### src/rtl/mem_arbiter.sv
// mem_arbiter: byte-serial arbiter between N_CH requesters and one 8-bit RAM/IO port.
// Serialises 1/2/4-byte reads and writes, reassembles little-endian read data,
// stalls IO writes while the UART buffer is full, and aborts flushed reads.
module mem_arbiter #(
  parameter int unsigned     N_CH       = 2,
  parameter int unsigned     ARB_MODE   = 0,
  parameter logic [N_CH-1:0] FLUSH_MASK = {N_CH{1'b1}}
) (
  input  logic                 clk_in,
  input  logic                 rst_in,
  input  logic                 rdy_in,
  input  logic                 flush,
  input  logic [N_CH-1:0]      ch_req,
  input  logic [N_CH-1:0]      ch_wr,
  input  logic [2*N_CH-1:0]    ch_size,
  input  logic [32*N_CH-1:0]   ch_addr,
  input  logic [32*N_CH-1:0]   ch_wdata,
  output logic [N_CH-1:0]      ch_grant,
  output logic [N_CH-1:0]      ch_done,
  output logic [31:0]          ch_rdata,
  input  logic [7:0]           mem_din,
  output logic [7:0]           mem_dout,
  output logic [31:0]          mem_a,
  output logic                 mem_wr,
  input  logic                 io_buffer_full
);

  localparam int unsigned CW = (N_CH > 1) ? $clog2(N_CH) : 1;

  typedef enum logic [1:0] {StIdle, StRead, StWrite} state_e;

  // Transaction state
  state_e           r_state;
  logic [N_CH-1:0]  r_grant;   // one-hot owner, doubles as the owner index
  logic [N_CH-1:0]  r_done;
  logic [31:0]      r_rdata;
  logic [31:0]      r_base;
  logic [2:0]       r_n;       // byte count: 1, 2 or 4
  logic [2:0]       r_i;       // next byte to issue
  logic [2:0]       r_j;       // next byte to receive
  logic [31:0]      r_wdata;
  logic [31:0]      r_acc;     // read data accumulator
  logic [CW-1:0]    r_rr_ptr;  // last round-robin winner

  // Arbitration results
  logic [N_CH-1:0]  w_elig;
  logic             w_win_valid;
  logic [CW-1:0]    w_win_idx;
  logic [N_CH-1:0]  w_win_oh;
  logic             w_win_wr;
  logic [1:0]       w_win_size;
  logic [2:0]       w_win_n;
  logic [31:0]      w_win_addr;
  logic [31:0]      w_win_wdata;
  int unsigned      w_start;
  int unsigned      w_d;
  int unsigned      w_best_d;

  // Datapath helpers
  logic [31:0]      w_cur_addr;
  logic [7:0]       w_cur_byte;
  logic             w_io_stall;
  logic             w_flush_owner;
  logic [31:0]      w_acc_next;

  // Flushable channels sit out arbitration in a flush cycle.
  assign w_elig = ch_req & ~(flush ? FLUSH_MASK : '0);

  // Pick the winner: smallest distance from the search start among eligible channels.
  always_comb begin
    w_win_valid = 1'b0;
    w_win_idx   = '0;
    w_win_oh    = '0;
    w_win_wr    = 1'b0;
    w_win_size  = '0;
    w_win_addr  = '0;
    w_win_wdata = '0;
    w_d         = 0;
    w_best_d    = N_CH;
    w_start     = (ARB_MODE == 1) ? ((32'(r_rr_ptr) + 32'd1) % N_CH) : 32'd0;
    for (int unsigned c = 0; c < N_CH; c++) begin
      w_d = (c + N_CH - w_start) % N_CH;
      if (w_elig[c] && (w_d < w_best_d)) begin
        w_best_d    = w_d;
        w_win_valid = 1'b1;
        w_win_idx   = CW'(c);
        w_win_oh    = '0;
        w_win_oh[c] = 1'b1;
        w_win_wr    = ch_wr[c];
        w_win_size  = ch_size[c*2 +: 2];
        w_win_addr  = ch_addr[c*32 +: 32];
        w_win_wdata = ch_wdata[c*32 +: 32];
      end
    end
  end

  // Sizes 2 and 3 both mean a 4-byte transfer.
  assign w_win_n = (w_win_size == 2'd0) ? 3'd1 :
                   (w_win_size == 2'd1) ? 3'd2 : 3'd4;

  // Address wraps naturally at 2^32; IO decode uses the base address only.
  assign w_cur_addr    = r_base + {29'b0, r_i};
  assign w_cur_byte    = r_wdata[{r_i[1:0], 3'b000} +: 8];
  assign w_io_stall    = (r_base[17:16] == 2'b11) && io_buffer_full;
  assign w_flush_owner = flush && |(FLUSH_MASK & r_grant);

  // Merge the byte arriving this cycle into the accumulator.
  always_comb begin
    w_acc_next = r_acc;
    w_acc_next[{r_j[1:0], 3'b000} +: 8] = mem_din;
  end

  // Main FSM: arbitration, byte issue/receive, completion and flush abort.
  always_ff @(posedge clk_in or posedge rst_in) begin
    if (rst_in) begin
      r_state  <= StIdle;
      r_grant  <= '0;
      r_done   <= '0;
      r_rdata  <= '0;
      r_base   <= '0;
      r_n      <= '0;
      r_i      <= '0;
      r_j      <= '0;
      r_wdata  <= '0;
      r_acc    <= '0;
      r_rr_ptr <= CW'(N_CH - 1);
    end else if (rdy_in) begin
      r_done  <= '0;
      r_rdata <= '0;
      unique case (r_state)
        StIdle: begin
          if (w_win_valid) begin
            r_grant  <= w_win_oh;
            r_base   <= w_win_addr;
            r_n      <= w_win_n;
            r_i      <= '0;
            r_j      <= '0;
            r_wdata  <= w_win_wdata;
            r_acc    <= '0;
            r_rr_ptr <= w_win_idx;
            r_state  <= w_win_wr ? StWrite : StRead;
          end
        end
        StRead: begin
          if (w_flush_owner) begin
            // Abort wins over a coincident final receive; late bytes are dropped.
            r_grant <= '0;
            r_state <= StIdle;
          end else begin
            if (r_i < r_n) begin
              r_i <= r_i + 3'd1;
            end
            if (r_j < r_i) begin
              r_acc <= w_acc_next;
              r_j   <= r_j + 3'd1;
              if (r_j + 3'd1 == r_n) begin
                r_done  <= r_grant;
                r_rdata <= w_acc_next;
                r_grant <= '0;
                r_state <= StIdle;
              end
            end
          end
        end
        StWrite: begin
          if (!w_io_stall) begin
            r_i <= r_i + 3'd1;
            if (r_i + 3'd1 == r_n) begin
              r_done  <= r_grant;
              r_grant <= '0;
              r_state <= StIdle;
            end
          end
        end
        default: r_state <= StIdle;
      endcase
    end
  end

  // Memory port: idle values are zero; strobe is suppressed by stall or freeze.
  always_comb begin
    mem_a    = '0;
    mem_dout = '0;
    mem_wr   = 1'b0;
    unique case (r_state)
      StRead: begin
        if (r_i < r_n) begin
          mem_a = w_cur_addr;
        end
      end
      StWrite: begin
        mem_a    = w_cur_addr;
        mem_dout = w_cur_byte;
        mem_wr   = rdy_in && !w_io_stall;
      end
      default: ;
    endcase
  end

  assign ch_grant = r_grant;
  assign ch_done  = r_done;
  assign ch_rdata = r_rdata;

  // At most one owner and one completion at a time.
  assert property (@(posedge clk_in) disable iff (rst_in) $onehot0(r_grant));
  assert property (@(posedge clk_in) disable iff (rst_in) $onehot0(r_done));

endmodule

### config.mk
export PLATFORM = sky130hd
export DESIGN_NAME = mem_arbiter
export DESIGN_NICKNAME = d
export VERILOG_FILES = /design/src/rtl/mem_arbiter.sv
export SDC_FILE = /design/constraint.sdc
export NUM_CORES = 1
export LEC_CHECK = 0
export BUFFER_PORTS_ARGS = -buffer_cell sky130_fd_sc_hd__buf_2
export CORE_MARGIN = 2
export CORE_UTILIZATION = 35
export DETAILED_ROUTE_END_ITERATION = 7
export PLACE_DENSITY = 0.66
export SLEW_MARGIN = 20
export SYNTH_ARGS = -nofsm -noshare
export SYNTH_HDL_FRONTEND = slang
export SYNTH_SLANG_ARGS = --single-unit
### constraint.sdc
create_clock -name clk_in -period 6 [get_ports clk_in]
set_input_delay 1.5 -clock clk_in [delete_from_list [all_inputs] [get_ports clk_in]]
set_output_delay 1.5 -clock clk_in [all_outputs]
set_load 0.01 [all_outputs]
==> metrics.cfg <==
[timing]
setup_viol = 0
rsz0062_at_grt = no
period_share = 0.8166
finalClockSkew_ns = 0.006418
period_needed_ns = 4.900
hold_viol = 0
timing.fmax_ghz = 0.2041
finalMaxSlewViolations = 0
tns_ns = 0
maxSlewHeadroom = 0.3701
tightest_slew_ns = 0.9449

[cts]
cts_buffers = 17
htree_num_levels = 4
ctsResizeCount = 0
cts-root-buf = clkbuf_16
clockBufferDepth = 2
cts_setup_buffers = 0
ctsHoldBuffers = 0
cts_tree = done
clock_sinks = 143
path_clk_slew_ns = 0.06
clk_latency_ns = 0.42

[setup_path]
crit_chain = ha_1 > inv_1 > fa_1 > nor2b_1 > o2111ai_1 > nor3_1 > xnor2_1 > nor2_1 > buf_2
slowest_stage = dfrtp_1
worstSetupStartpointType = register
critical_path.top_delay_family = flip-flops
reg2regPathDepth = 7
reg2reg_from = r_i[1]$_DFFE_PP0P_
r2r_slack_ns = 3.16
cp_max_fo = 12
slowest_delay_ns = 0.75
critPathCaptureType = primary output
path_buf_inv = 2
timing.rr.end = r_j[0]$_DFFE_PP0P_
cp.arrival_ns = 3.40
crit_required_ns = 4.50
path_class = reg -> out

[power]
vdd_drop_max_mv = 0.2365
cellLeakagePower_nw = 4.564
power.density_cell_area_nw_per_um2 = 453.8
share_seq_of_total_power = 0.357
p_switching_mw = 1.712
clkPwrFrac = 0.253
finalPower_mw = 4.446
intPower_mw = 2.733
comb_power_share = 0.390
switching_share = 0.3852

[worst_hold_path]
holdPathStages = 1
hold_class = reg -> reg
hp-start = r_acc[30]$_DFFE_PP0P_
whs_endpoint = r_acc[30]$_DFFE_PP0P_

[grt]
grt_max_degree = 102
grt_pass1_wl_um = 35250
antenna_found_initial = 1
grt_overflow = 0
gr-usage-all-layers = 0.1882
first_global_vias = 6622

[yosys]
syn_area_um2 = 7816
synth.avg_cell_area_um2 = 9.316
yosysWarnings = 0
syn_nets = 1007
yosysMostFrequentCell = nor2_1
synthArstFlopShare = 1.000
ys.flop_type = dfrtp_1
synth_top_cell_by_area = dfrtp_1
yosys-top-cells-area = dfrtp_1, nor2_1, a221oi_1
ys_top_cells_by_count = nor2_1, dfrtp_1, a221oi_1
ys_types = 57
synth_cells = 839
synth_edf_count = 0
synthDominantCellAreaShare = 0.4578
ys_seq_area_frac = 0.4578
synth_seq_cells = 143

[floorplanning]
die_area_um2 = 23540
start_util = 0.3571
die_w_um = 153.4
row_count = 54
pin_count = 226
core_um2 = 21890
die_h_um = 153.4

[placed_design]
dp_hpwl_um = 15810
gp_congestion = 0.8291
placedCellCount = 1294
portBuffers = 225

[routing]
ant_nets = 0
vias_per_cell = 5.158
routed_wl_um = 21980
dr.pass1.iters = 4
drc_errors = 0
num_vias = 6840
drtIter0Drc = 280
routedWlPerCell_um = 16.58

[final_layout]
fin_nets = 1201
syn2layout_area_growth_pct = 25.34
drive_above_1_share = 0.2909
fin_cells = 1326
nFillCells = 2199
fin_util = 0.4475

[outcome]
status = complete, no violations

[flow_run]
cap_violations = 0

## per-layer routing
metal / vias up / track usage / wire length (um)
li1: 3367 / - / -
met1: 3223 / 0.2489 / 9957
met2: 226 / 0.3157 / 10470
met3: 24 / 0.03629 / 1191
met4: 0 / 0.05374 / 365
met5: - / 0 / 0
## final cells by class
cell class	count	area (um^2)	area share
Antenna cell	1	2.502	0.0002554
Clock buffer	20	466.7	0.04764
Clock inverter	11	152.6	0.01558
Inverter	53	203.9	0.02082
Multi-Input combinational cell	583	3841	0.3921
Sequential cell	143	3578	0.3653
Tap cell	280	350.3	0.03576
Timing Repair Buffer	235	1201	0.1226
## kinds of logic (layout without fill, tap and decap cells)
logic type | after synthesis | after routing | synth area share
AND/OR/NAND/NOR | 320 | 320 | 0.1884
AO/OA/AOI/OAI | 196 | 196 | 0.1919
flip-flops | 143 | 143 | 0.4578
buffers and inverters | 113 | 319 | 0.05603
XOR/XNOR | 32 | 32 | 0.04002
adder cells (fa/ha/maj) | 19 | 19 | 0.03138
multiplexers | 16 | 16 | 0.03442
other | 0 | 1 | 0
## power by group through the flow
stage / Sequential (mW) / Clock, mW / Combinational, mW
6_report: 1.59 / 1.12 / 1.73
5_1_grt: 1.64 / 1.19 / 1.95
4_1_cts: 1.59 / 1.15 / 1.75
3_5_place_dp: 1.60 / 0 / 1.74
3_3_place_gp: 1.59 / 0 / 1.72
2_1_floorplan: 1.50 / 0 / 1.29
## sequential cells by signal (all words and copies together), names as in the netlist
| signal | cells |
|---|---|
| ch_grant | 2 |
| r_wdata | 32 |
| r_acc | 32 |
| r_j | 3 |
| r_n | 3 |
| r_state | 2 |
| ch_done | 2 |
| r_base | 32 |
| ch_rdata | 32 |
| r_i | 3 |
## worst max-delay path by stage
| stage | from | endpoint | slack [ns] | cells after the start |
|---|---|---|---|---|
| 5_1_grt | r_i[0]$_DFFE_PP0P_ | mem_a[20] | 0.72 | 9 |
| 3_5_place_dp | r_i[0]$_DFFE_PP0P_ | mem_a[20] | 1.49 | 9 |
| 4_1_cts | r_i[0]$_DFFE_PP0P_ | mem_a[20] | 1.04 | 9 |
| 6_report | r_i[0]$_DFFE_PP0P_ | mem_a[20] | 1.10 | 9 |
| 2_1_floorplan | rst_in | ch_done[0]$_DFFE_PP0P_ | 0.66 | 1 |
| 3_3_place_gp | r_i[0]$_DFFE_PP0P_ | mem_a[18] | 1.57 | 9 |
## stage by stage
stage | hold slack, ns | setup WS [ns] | area, um^2
after detailed placement | 0.4689 | 1.494 | 9166
after global routing | 0.4969 | 0.7197 | 9794
after floorplan | 0.4486 | 0.6621 | 7816
after CTS | 0.4835 | 1.044 | 9786
final | 0.4822 | 1.100 | 9797
after global placement | 0.4644 | 1.569 | 9160
## cells in the final DEF (no fill, tap or decap), types with 5 or more instances in the layout
master | Yosys | layout
and2_1 | 9 | 9
xnor2_1 | 21 | 21
a21oi_1 | 19 | 19
xor2_1 | 9 | 9
nor3_1 | 11 | 10
a22o_1 | 33 | 33
nor4_1 | 6 | 6
ha_1 | 18 | 18
and4_1 | 6 | 6
a31o_2 | 9 | 9
nand2_1 | 44 | 43
buf_2 | 8 | 225
dfrtp_1 | 143 | 143
inv_1 | 52 | 51
o2bb2ai_1 | 13 | 13
mux4_2 | 8 | 8
nor2b_1 | 26 | 25
nor2_1 | 169 | 168
nand4_1 | 6 | 6
clkbuf_16 | 0 | 17
o21ai_0 | 40 | 40
buf_4 | 1 | 10
inv_6 | 0 | 5
nand3_1 | 21 | 20
a221oi_1 | 64 | 64
Note: power is estimated with default switching activity, not from simulation.
